## src/rtl/store_word_serialiser_pkg.sv

```systemverilog
// Shared definitions for the store serial transmit path: FSM state encoding
// and the widths of the bit-index and gap counters.
package store_word_serialiser_pkg;

  typedef enum logic [1:0] {
    ST_IDLE  = 2'd0,
    ST_SHIFT = 2'd1,
    ST_GAP   = 2'd2
  } state_e;

  // Bit index output width; large enough to address any bit of a 32-bit word.
  localparam int BIT_INDEX_W = 5;

  // Gap counter width; covers inter-word gaps of up to 255 cycles.
  localparam int GAP_CNT_W = 8;

endpackage

```

## src/rtl/store_gap_timer.sv

```systemverilog
// Loadable down-counter with a zero flag. Loading has priority over counting.
// Once at zero it stays there until reloaded.
module store_gap_timer
  import store_word_serialiser_pkg::*;
#(
  parameter int CNT_W = GAP_CNT_W
) (
  input  logic             clk_i,
  input  logic             rst_i,
  input  logic             load_i,
  input  logic [CNT_W-1:0] load_value_i,
  output logic             zero_o
);

  logic [CNT_W-1:0] count_q;
  logic [CNT_W-1:0] count_d;

  // Next count: load, otherwise decrement until zero is reached.
  always_comb begin
    // NOTE: default assignment first so every path writes count_d; no latch.
    count_d = count_q;
    if (load_i) begin
      count_d = load_value_i;
    end else if (count_q != '0) begin
      count_d = count_q - 1'b1;
    end
  end

  // Count register, cleared asynchronously.
  always_ff @(posedge clk_i or posedge rst_i) begin
    // NOTE: non-blocking assignment so every flop updates from pre-edge values.
    if (rst_i) begin
      count_q <= '0;
    end else begin
      count_q <= count_d;
    end
  end

  assign zero_o = (count_q == '0);

endmodule

```

## src/rtl/store_word_serialiser.sv

```systemverilog
// Parallel-to-serial word transmitter for the serial store path. Accepts a
// word over a valid/ready handshake, sends it LSB-first one bit per clock with
// strobe, start marker and bit index, then holds the line quiet for
// GAP_CYCLES cycles. All outputs come straight from flops.
module store_word_serialiser
  import store_word_serialiser_pkg::*;
#(
  parameter int WORD_WIDTH        = 32,
  parameter int GAP_CYCLES        = 2,
  // Output delay for timing-annotated simulation; the logic models it as zero.
  parameter int PROPAGATION_DELAY = 15
) (
  input  logic                   CLK,
  input  logic                   RESET,
  input  logic [WORD_WIDTH-1:0]  DATA,
  input  logic                   LOAD_VALID,
  output logic                   LOAD_READY,
  output logic                   SERIAL_OUT,
  output logic                   BIT_STROBE,
  output logic                   WORD_START,
  output logic [BIT_INDEX_W-1:0] BIT_INDEX,
  output logic                   BUSY,
  output logic                   DONE
);

  // Reject configurations the counters cannot represent.
  if (WORD_WIDTH < 2 || WORD_WIDTH > 32) begin : g_bad_word_width
    $fatal(1, "store_word_serialiser: WORD_WIDTH must be within 2..32");
  end
  if (GAP_CYCLES < 0 || GAP_CYCLES > 255) begin : g_bad_gap_cycles
    $fatal(1, "store_word_serialiser: GAP_CYCLES must be within 0..255");
  end
  if (PROPAGATION_DELAY < 0) begin : g_bad_delay
    $fatal(1, "store_word_serialiser: PROPAGATION_DELAY must not be negative");
  end

  localparam logic [BIT_INDEX_W-1:0] LAST_BIT = BIT_INDEX_W'(WORD_WIDTH - 1);
  // Gap counter starts at GAP_CYCLES-1 so the gap spans exactly GAP_CYCLES cycles.
  localparam logic [GAP_CNT_W-1:0] GAP_LOAD =
      (GAP_CYCLES > 0) ? GAP_CNT_W'(GAP_CYCLES - 1) : '0;

  state_e                 state_q;
  logic [WORD_WIDTH-1:0]  shift_q;
  logic [BIT_INDEX_W-1:0] bit_cnt_q;
  logic                   serial_q;
  logic                   strobe_q;
  logic                   start_q;
  logic                   ready_q;
  logic                   busy_q;
  logic                   done_q;

  logic                   gap_load;
  logic                   gap_zero;

  // Arm the gap timer on the edge that retires the last bit of a word.
  assign gap_load = (state_q == ST_SHIFT) && (bit_cnt_q == LAST_BIT) && (GAP_CYCLES > 0);

  store_gap_timer #(
    .CNT_W(GAP_CNT_W)
  ) u_gap_timer (
    .clk_i       (CLK),
    .rst_i       (RESET),
    .load_i      (gap_load),
    .load_value_i(GAP_LOAD),
    .zero_o      (gap_zero)
  );

  // Transmit FSM with shift register, bit counter and registered outputs.
  always_ff @(posedge CLK or posedge RESET) begin
    if (RESET) begin
      state_q   <= ST_IDLE;
      shift_q   <= '0;
      bit_cnt_q <= '0;
      serial_q  <= 1'b0;
      strobe_q  <= 1'b0;
      start_q   <= 1'b0;
      ready_q   <= 1'b1;
      busy_q    <= 1'b0;
      done_q    <= 1'b0;
    end else begin
      // DONE and WORD_START are single-cycle pulses unless re-asserted below.
      done_q  <= 1'b0;
      start_q <= 1'b0;
      case (state_q)
        ST_IDLE: begin
          if (LOAD_VALID && ready_q) begin
            // Bit 0 goes out immediately; the remainder waits in the shifter.
            state_q   <= ST_SHIFT;
            shift_q   <= DATA >> 1;
            serial_q  <= DATA[0];
            strobe_q  <= 1'b1;
            start_q   <= 1'b1;
            bit_cnt_q <= '0;
            ready_q   <= 1'b0;
            busy_q    <= 1'b1;
          end
        end
        ST_SHIFT: begin
          if (bit_cnt_q == LAST_BIT) begin
            serial_q  <= 1'b0;
            strobe_q  <= 1'b0;
            bit_cnt_q <= '0;
            done_q    <= 1'b1;
            if (GAP_CYCLES > 0) begin
              state_q <= ST_GAP;
            end else begin
              state_q <= ST_IDLE;
              ready_q <= 1'b1;
              busy_q  <= 1'b0;
            end
          end else begin
            serial_q  <= shift_q[0];
            shift_q   <= shift_q >> 1;
            bit_cnt_q <= bit_cnt_q + 1'b1;
          end
        end
        ST_GAP: begin
          if (gap_zero) begin
            state_q <= ST_IDLE;
            ready_q <= 1'b1;
            busy_q  <= 1'b0;
          end
        end
        default: begin
          state_q   <= ST_IDLE;
          serial_q  <= 1'b0;
          strobe_q  <= 1'b0;
          bit_cnt_q <= '0;
          ready_q   <= 1'b1;
          busy_q    <= 1'b0;
        end
      endcase
    end
  end

  assign LOAD_READY = ready_q;
  assign SERIAL_OUT = serial_q;
  assign BIT_STROBE = strobe_q;
  assign WORD_START = start_q;
  assign BIT_INDEX  = bit_cnt_q;
  assign BUSY       = busy_q;
  assign DONE       = done_q;

endmodule

```

## config.mk

```make
export PLATFORM = sky130hd
export DESIGN_NAME = store_word_serialiser
export DESIGN_NICKNAME = d
export VERILOG_FILES = /design/src/rtl/store_word_serialiser_pkg.sv /design/src/rtl/store_gap_timer.sv /design/src/rtl/store_word_serialiser.sv
export SDC_FILE = /design/constraint.sdc
export NUM_CORES = 1
export LEC_CHECK = 0
export CELL_PAD_IN_SITES_DETAIL_PLACEMENT = 1
export CELL_PAD_IN_SITES_GLOBAL_PLACEMENT = 1
export CORE_MARGIN = 3
export CORE_UTILIZATION = 40
export CTS_BUF_LIST = sky130_fd_sc_hd__clkbuf_8
export CTS_CLUSTER_DIAMETER = 200
export DETAILED_ROUTE_END_ITERATION = 16
export PLACE_DENSITY_LB_ADDON = 0.2
export SLEW_MARGIN = 40
export SYNTH_ARGS = -nofsm -noshare
export SYNTH_HDL_FRONTEND = slang
export SYNTH_SLANG_ARGS = --single-unit
```

## constraint.sdc

```tcl
create_clock -name CLK -period 3.4 [get_ports CLK]
set_clock_uncertainty 0.15 [all_clocks]
set_input_delay 0.51 -clock CLK [delete_from_list [all_inputs] [get_ports CLK]]
set_output_delay 0.51 -clock CLK [all_outputs]
set_load 0.02 [all_outputs]
```

==> Word level (Yosys, flattened, before mapping) <==
Cells that the tools add are included.
{ "totals": {"romBits": 0, "latch_bits": 0, "out_inout_bits": 11, "ff_bits": 53, "mem_bits_rw": 0, "inputBits": 35, "n_memories": 0, "word_cells": 60} }
{ "classes": {"reduce_logical": 12, "n_bitwise": 2, "addsub": 2, "multipliers": 0, "magnitude_cmp": 0, "div_mod_pow": 0, "n_mux": 27, "n_shift": 0, "eq_ne": 7} }
{ "op_table": {"columns": ["cell", "count"], "rows": [
  ["$mux 32", 2],
  ["$pmux 32 s2", 1],
  ["$mux 8", 2],
  ["$pmux 5 s3", 1],
  ["$pmux 1 s3", 4],
  ["$reduce_and 3->1", 4],
  ["$mux 1", 11],
  ["$mux 5", 2],
  ["$logic_not 8->1", 1],
  ["$reduce_bool 8->1", 1],
  ["$sub 8x1->8 const B", 1],
  ["$mux 2", 3],
  ["$ne 2x2->1 const B", 3],
  ["$pmux 2 s3", 1],
  ["$add 5x1->5 const B", 1],
  ["$eq 5x5->1 const B", 1],
  ["$reduce_bool 2->1", 2],
  ["$eq 2x1->1 const B", 1],
  ["$eq 2x2->1 const B", 1],
  ["$logic_and 1x1->1", 2],
  ["$logic_not 2->1", 1],
  ["$ne 2x1->1 const B", 1],
  ["$not 1->1", 2],
  ["$reduce_and 2->1", 1]
]} }

==> Depth between registers and ports, before layout <==
Gate-level depths: netlist of run 1.
{ "logic_depth": {"ltp_word": 3, "mapped_depth": 7, "mapped_depth_nobuf": 6} }

==> Hierarchy <==
From an unflattened synthesis of run 1, not the netlist that was laid out.
{ "hier_totals": {"cells_unflattened": 232, "area_unflattened_um2": 2697.6} }
{ "by_module_without_submodules": {"columns": ["module", "area_each_um2", "n_inst", "seq_area_each_um2", "cells_per_inst"], "rows": [
  ["store_word_serialiser", 2200.9, 1, 1102.3, 176],
  ["store_gap_timer", 496.7, 1, 200.2, 56]
]} }

==> Worst setup path after synthesis of run 1 <==
Ideal clock, no wire load.
{ "synth_timing": {"path_kind": "reg2reg", "from": "reg bit_cnt_q[0], in the netlist BIT_INDEX[0]", "to": "reg shift_q[10]", "required_ps": 3125, "n_path_buf": 1, "path_stages_with_launch": 8, "arrival_time_ps": 2155, "setup_slack_ps": 970, "period_less_slack_ps": 2430, "setup_ps": 125, "path_cell_list": "dfrtp_1 > ha_1 > and3_1 > ha_1 > nand2b_1 > a21oi_1 > clkbuf_1 > mux2_2"} }
{ "synth_via": {"elab_chain_len": 3} }
{ "synth_rtl": {"columns": ["element", "line_no", "text"], "rows": [
  ["start: declaration", "store_word_serialiser.sv:44", "logic [BIT_INDEX_W-1:0] bit_cnt_q;"],
  ["start signal: assignment", "store_word_serialiser.sv:114", "bit_cnt_q <= bit_cnt_q + 1'b1;"],
  ["$eq 5x5->1", "store_word_serialiser.sv:99", "if (bit_cnt_q == LAST_BIT) begin"],
  ["$ne 2x2->1 (no source line)", null, null],
  ["$reduce_and 3->1 (no source line)", null, null],
  ["end signal: assignment", "store_word_serialiser.sv:89", "shift_q <= DATA >> 1;"],
  ["end signal: assignment", "store_word_serialiser.sv:113", "shift_q <= shift_q >> 1;"],
  ["end: declaration", "store_word_serialiser.sv:43", "logic [WORD_WIDTH-1:0] shift_q;"]
]} }
No other way between the ends.
A chain may end at the register's enable or synchronous reset.

==> Final worst setup path of run 1 <==
{ "layout_timing": {"from": "reg bit_cnt_q[0], in the netlist BIT_INDEX[0]", "to": "reg shift_q[16]"} }
The elaborated chain is that of the path after synthesis.

==> flow_summary.ini, run 1 <==
[place]
post-place-ws_ns = 0.9645
dpl-instance-area_mm2 = 0.003136
dpl.hpwl_mm = 3.783
dp.cells = 321
gp_congestion = 0.7325
io_buffers = 45

[sta]
tightest_slew_ns = 0.6077
finalHoldViolCount = 0
timing.fmax_mhz = 408.2
report.final.slew_viol_count = 0
layout_worst_path_cycle_share_pct = 72.06
fin_hold_ws_ns = 0.3022
relSlewSlack_pct = 59.15
finalCriticalPeriod_ns = 2.450
tns_ns = 0
finalWorstSetupSlack_ns = 0.9501
setup_violations = 0
rsz0062_at_grt = no

[clocking]
cts_hold_buf = 0
cts-root-buf = clkbuf_8
ctsResizeCount = 0
postCtsSetupBuffers = 0
cts_tree = built
clockBufferDepth = 2
cts_made_buffers = 5
clk_pin_slew_worst_paths_ns = 0.09
clkSinkCount = 52
h-tree-depth = 2
clkLatencyLatePin_ns = 0.31

[detailed_routing]
routedWlPerCell_um = 16.20
first_pass_iters = 4
drt_iter0_markers = 58
ant_nets = 0
vias = 1737
drt-total-wl_mm = 5.313
vias_per_cell = 5.296
drc = 0

[final_layout]
nNetsFinal = 293
drive_gt1_share_pct = 32.02
design_area_mm2 = 0.003232
area_growth_pct = 25.15
stdcell_count = 328
final_core_util_pct = 53.02
antenna_cells = 0

[floorplanning]
rows = 28
start_util_pct = 42.36
die_y_um = 86.35
io-pin-count = 46
coreArea_mm2 = 0.006096
die_area_mm2 = 0.007456
die_x_um = 86.35

[run_status]
outcome = finished clean

[yosys]
yosysTopAreaCell = dfrtp_1
yosys_warnings = 0
synth.avg_cell_area_um2 = 12.54
synth_edf_count = 0
synthesis.nets = 246
async_reset_ff_share_pct = 100.0
syn-instance-count = 206
synth_ff_type = dfrtp_1
synth_top_area_share_pct = 49.42
syn-cell-area_mm2 = 0.002582
seq_area_frac_synth_pct = 50.44
yosys_register_bits = 52
yosys-top-cells-area = dfrtp_1 49%, mux2_2 26%, ha_1 2.4%
synthDistinctLibCells = 37

[global_routing]
grt_pass1_vias = 1815
grt_antenna_before_repair = 0
grt_use_total_pct = 15.34
grt_pass1_wl_mm = 8.970
grt_start_max_net_pins = 34
grt-ovfl-total = 0

[power_and_ir_drop]
p_leak_nw = 1.403
p_total_mw = 2.274
ir_drop_uv = 328.3
power_density_mw_per_mm2 = 703.6

[critical_path]
crit_top_cell = ha_1
cp-start-kind = flop
r2r_slack_ns = 0.95
end_kind = flop
path_class = reg2reg
crit_fanout = 31
reg2reg_depth = 7
critical_path_required_ns = 3.44
crit_chain = ha_1 -> and3_1 -> ha_1 -> nand2b_1 -> a21oi_4 -> buf_4 -> mux2_2
slowest_stage = dfrtp_1
r2r-end = shift_q[16]
crit_path_max_incr_delay_ns = 0.43
crit_arrival_ns = 2.49
reg2reg_from = BIT_INDEX[0]

[min_path]
worst_hold_path_type = in2async

[run]
maxCapViolCount = 0
==> power by group <==
part	switching (mW)	internal, mW
Sequential	0.167	0.858
Clock	0.198	0.182
Combinational	0.356	0.514
==> worst max-delay path by stage <==
stage	slack (ns)	endpoint	startpoint	depth (start not counted)
after global routing	0.82	shift_q[26]	BIT_INDEX[0]	7
after global placement	0.99	shift_q[6]	LOAD_VALID	5
final	0.95	shift_q[16]	BIT_INDEX[0]	7
after detailed placement	0.96	shift_q[22]	BIT_INDEX[0]	7
after floorplan	0.97	shift_q[10]	BIT_INDEX[0]	7
after CTS	0.94	shift_q[14]	BIT_INDEX[0]	7
==> state kept, by name, indices dropped and copies added, names as in the netlist <==
name and cells:
BIT_INDEX 5, BIT_STROBE 1, BUSY 1, DONE 1, LOAD_READY 1, SERIAL_OUT 1
WORD_START 1, shift_q 31, state_q 2, u_gap_timer.count_q 8
==> cell families (layout without fill, tap and decap cells) <==
kind of cell / Yosys count / after routing / synth area share (%)
buf+inv: 17 / 64 / 2.665
simple gates: 37 / 37 / 8.769
flops: 52 / 52 / 50.44
compound gates: 33 / 33 / 8.770
mux: 62 / 62 / 26.94
fa+ha+maj: 5 / 5 / 2.422
==> final cells by class <==
| cell class | instances | area [um2] |
|---|---|---|
| fill | 656 | 2864 |
| timing repair buffer | 50 | 488.0 |
| inverter | 7 | 26.28 |
| tap | 75 | 93.84 |
| clock buffer | 7 | 96.34 |
| sequential | 52 | 1303 |
| multi-input combinational | 137 | 1225 |
==> per-layer routing <==
layer  up-vias  wire length, um  share of wire [%]  global-route usage, %
li1        841                -                  -                      -
met1       857             2566                 48                  21.44
met2        32             2466                 46                  23.30
met3         7              201                3.8                  3.897
met4         0               78                1.5                  5.099
met5         -                0                  0                      0
==> Yosys cell counts, types with 2 or more instances <==
| library cell | instances |
|---|---|
| a211oi_1 | 2 |
| dfrtp_1 | 51 |
| nand2b_1 | 4 |
| a22o_1 | 2 |
| mux2_2 | 60 |
| clkbuf_1 | 6 |
| o22ai_1 | 2 |
| nor2b_1 | 2 |
| nand2_1 | 8 |
| a21oi_1 | 8 |
| nand3b_1 | 2 |
| and3_1 | 2 |
| o21ai_0 | 6 |
| nor2_1 | 3 |
| inv_1 | 7 |
| nor3_1 | 3 |
| nor3b_1 | 3 |
| buf_2 | 4 |
| or4_1 | 2 |
| a211o_1 | 2 |
| ha_1 | 5 |
| or3b_2 | 2 |
| a21o_1 | 4 |
| mux2i_1 | 2 |
| o2bb2ai_1 | 2 |
==> cell usage in the layout (no fill, tap or decap), types with 2 or more instances in the layout <==
cell type | Yosys | layout
o21ai_0 | 6 | 6
or4_1 | 2 | 2
o2bb2ai_1 | 2 | 2
nand3b_1 | 2 | 2
o22ai_1 | 2 | 2
nor3b_1 | 3 | 3
clkbuf_8 | 0 | 7
a22o_1 | 2 | 2
nand2_1 | 8 | 8
nand2b_1 | 4 | 4
buf_4 | 0 | 5
dfrtp_1 | 51 | 51
ha_1 | 5 | 5
a211oi_1 | 2 | 2
clkdlybuf4s50_1 | 0 | 45
or3b_2 | 2 | 2
inv_1 | 7 | 6
a211o_1 | 2 | 2
a21oi_1 | 8 | 7
a21o_1 | 4 | 4
mux2i_1 | 2 | 2
nor2_1 | 3 | 3
mux2_2 | 60 | 60
nor3_1 | 3 | 3
and3_1 | 2 | 2
==> worst max-delay path: cells and delay by family (launching register included) <==
family                   cells  cell delay, ns
flip-flops                   1            0.43
adder cells (fa/ha/maj)      2            0.44
buffers and inverters        1            0.38
multiplexers                 1            0.39
AND/OR/NAND/NOR              2            0.39
AO/OA/AOI/OAI                1            0.15
Power figures use the tool's default switching activity.
==> inputs of run 2 (changes only) <==
==> constraint.sdc (replaced) <==
create_clock -name CLK -period 2.4 [get_ports CLK]
set_clock_uncertainty 0.15 [all_clocks]
set_input_delay 0.36 -clock CLK [delete_from_list [all_inputs] [get_ports CLK]]
set_output_delay 0.36 -clock CLK [all_outputs]
set_load 0.02 [all_outputs]
==> run 2 against run 1 <==
First-iteration DRC count is 17% higher; sequential power is 42% higher; count of clock-buffer cells in the layout fell by 2; combinational power increased by 47%; flip-flop and latch count unchanged; largest power group unchanged; global-route usage down 0.58 points; fmax is 8.8% higher; utilization rose by 1.3 points; routed wire length is 1.7% lower; critical endpoint is now shift_q[5]; clock power grew 58%; critical path depth unchanged; die area stayed put.
==> flow_summary.ini, run 2 (same netlist as run 1, synthesis figures left out) <==
[final_layout]
design_area_mm2 = 0.003312
antenna_cells = 0
area_growth_pct = 28.25
final_common_cell = mux2_2
top_register = shift_q
nNetsFinal = 296
layout_common_cells = 60 x mux2_2, 51 x dfrtp_1, 45 x clkdlybuf4s50_1
fillers = 662
largest_reg_flops = 31
drive_gt1_share_pct = 33.07

[critical_path]
crit_fanout = 31
cp-start-kind = flop
crit_path_max_incr_delay_ns = 0.44
reg2reg_from = BIT_INDEX[0]
crit_chain = ha_1 -> and3_1 -> ha_1 -> nand2b_1 -> a21oi_4 -> buf_12 -> mux2_2
end_kind = flop
critical_path_required_ns = 2.44
crit_arrival_ns = 2.29
crit_top_cell = ha_1
cp_top_family = flip-flops
critPathLaunch = BIT_INDEX[0]
slowest_stage = dfrtp_1
crit_buf_inv = 1
path_class = reg2reg

[clocking]
cts_made_buffers = 5
cts_hold_buf = 0
clockBufferDepth = 2
postCtsSetupBuffers = 0
clkSinkCount = 52
cts-root-buf = clkbuf_8
clkLatencyLatePin_ns = 0.30
cts_tree = built
ctsResizeCount = 0
h-tree-depth = 2
clk_pin_slew_worst_paths_ns = 0.09

[run_status]
outcome = finished clean

[floorplanning]
die_area_mm2 = 0.007456
die_y_um = 86.35
coreArea_mm2 = 0.006096
die_x_um = 86.35
start_util_pct = 42.36
rows = 28
io-pin-count = 46

[detailed_routing]
first_pass_iters = 3
vias = 1755
ant_nets = 0
drt-total-wl_mm = 5.225
vias_per_cell = 5.286
drc = 0
drt_iter0_markers = 68
routedWlPerCell_um = 15.74

[sta]
tns_ns = 0
tightest_slew_ns = 0.5712
report.final.slew_viol_count = 0
setup_violations = 0
finalCriticalPeriod_ns = 2.252
layout_worst_path_cycle_share_pct = 93.81
finalHoldViolCount = 0
rsz0062_at_grt = no
timing.fmax_mhz = 444.1
relSlewSlack_pct = 60.93

[place]
dpl.hpwl_mm = 3.632
gp_congestion = 0.7547
io_buffers = 45
dpl-instance-area_mm2 = 0.003201

[global_routing]
grt_start_max_net_pins = 53
grt_antenna_before_repair = 0
grt_pass1_vias = 1789
grt-ovfl-total = 0
grt_use_total_pct = 14.76
grt_pass1_wl_mm = 8.776

[power_and_ir_drop]
p_leak_nw = 1.443
power_density_mw_per_mm2 = 1007
ir_drop_uv = 586.1

[min_path]
worst_hold_path_type = in2async

[run]
maxCapViolCount = 0
-- run 2: cell types whose count changed in the layout (fill, tap and decap cells not counted) --
| cell | change |
|---|---|
| bufinv_16 | +1 |
| clkbuf_8 | -2 |
| nor2b_2 | -1 |
| clkinvlp_4 | +1 |
| nor2b_4 | +1 |
| clkinv_2 | +1 |
| buf_12 | +3 |
-- run 2: worst paths after layout --
| kind | to | slack, ns | cells after the start |
|---|---|---|---|
| setup / recovery | shift_q[5] | 0.15 | 7 |
| hold / removal | DONE | 0.27 | 3 |
| setup reg to reg | shift_q[5] | 0.15 | 7 |
| hold reg to reg | BIT_STROBE | 0.33 | 1 |
| max in group asynchronous | LOAD_READY | 1.55 | 3 |
| min in group CLK | BIT_STROBE | 0.33 | 1 |
-- run 2: where the power goes --
part | internal, mW | total (mW) | switching [mW]
logic | 0.762 | 1.28 | 0.523
clock network | 0.309 | 0.599 | 0.290
registers | 1.22 | 1.45 | 0.234
total | 2.29 | 3.33 | 1.05
-- run 2: final cells by class --
cell class | count | area, um2 | share of cell area, %
Timing Repair Buffer | 53 | 548.0 | 16.55
Multi-Input combinational cell | 137 | 1230 | 37.14
Tap cell | 75 | 93.84 | 2.833
Clock inverter | 3 | 42.54 | 1.284
Clock buffer | 5 | 68.82 | 2.078
Sequential cell | 52 | 1303 | 39.33
Inverter | 7 | 26.28 | 0.7934
-- run 2: worst register-to-register path: cells and delay by family, from the launching register on --
kind,cells,cell delay [ns]
multiplexers,1,0.37
adder cells (fa/ha/maj),2,0.43
flip-flops,1,0.44
AND/OR/NAND/NOR,2,0.38
buffers and inverters,1,0.21
AO/OA/AOI/OAI,1,0.16
-- run 2: per-stage QoR --
stage                     total power, mW  cells  utilization [%]  hold slack [ns]  worst slack, ns
after floorplan                     2.315    206                -           0.3250          0.09208
after global placement              2.702    324            52.50           0.3096           0.2145
after detailed placement            2.758    324            52.50           0.3176           0.1569
after CTS                           3.377    332            54.33           0.2733           0.1372
after global routing                3.591    332            54.33           0.3072          0.06353
final                               3.334    332            54.33           0.2683           0.1485
-- run 2: metal layers --
metal  GRT usage [%]  up-vias  wire length [um]
met5               0        -                 0
li1                -      848                 -
met4           4.249        0                65
met3           2.757        6               166
met2           23.09       32              2375
met1           20.95      869              2617
==> inputs of run 3 (changes only) <==
--- a/config.mk
+++ b/config.mk
@@ -13,7 +13,6 @@
 export CTS_CLUSTER_DIAMETER = 200
 export DETAILED_ROUTE_END_ITERATION = 16
 export PLACE_DENSITY_LB_ADDON = 0.2
-export SLEW_MARGIN = 40
 export SYNTH_ARGS = -nofsm -noshare
 export SYNTH_HDL_FRONTEND = slang
 export SYNTH_SLANG_ARGS = --single-unit
==> results of run 3 <==
The final DEF is identical to that of run 2; final timing and power are the same.
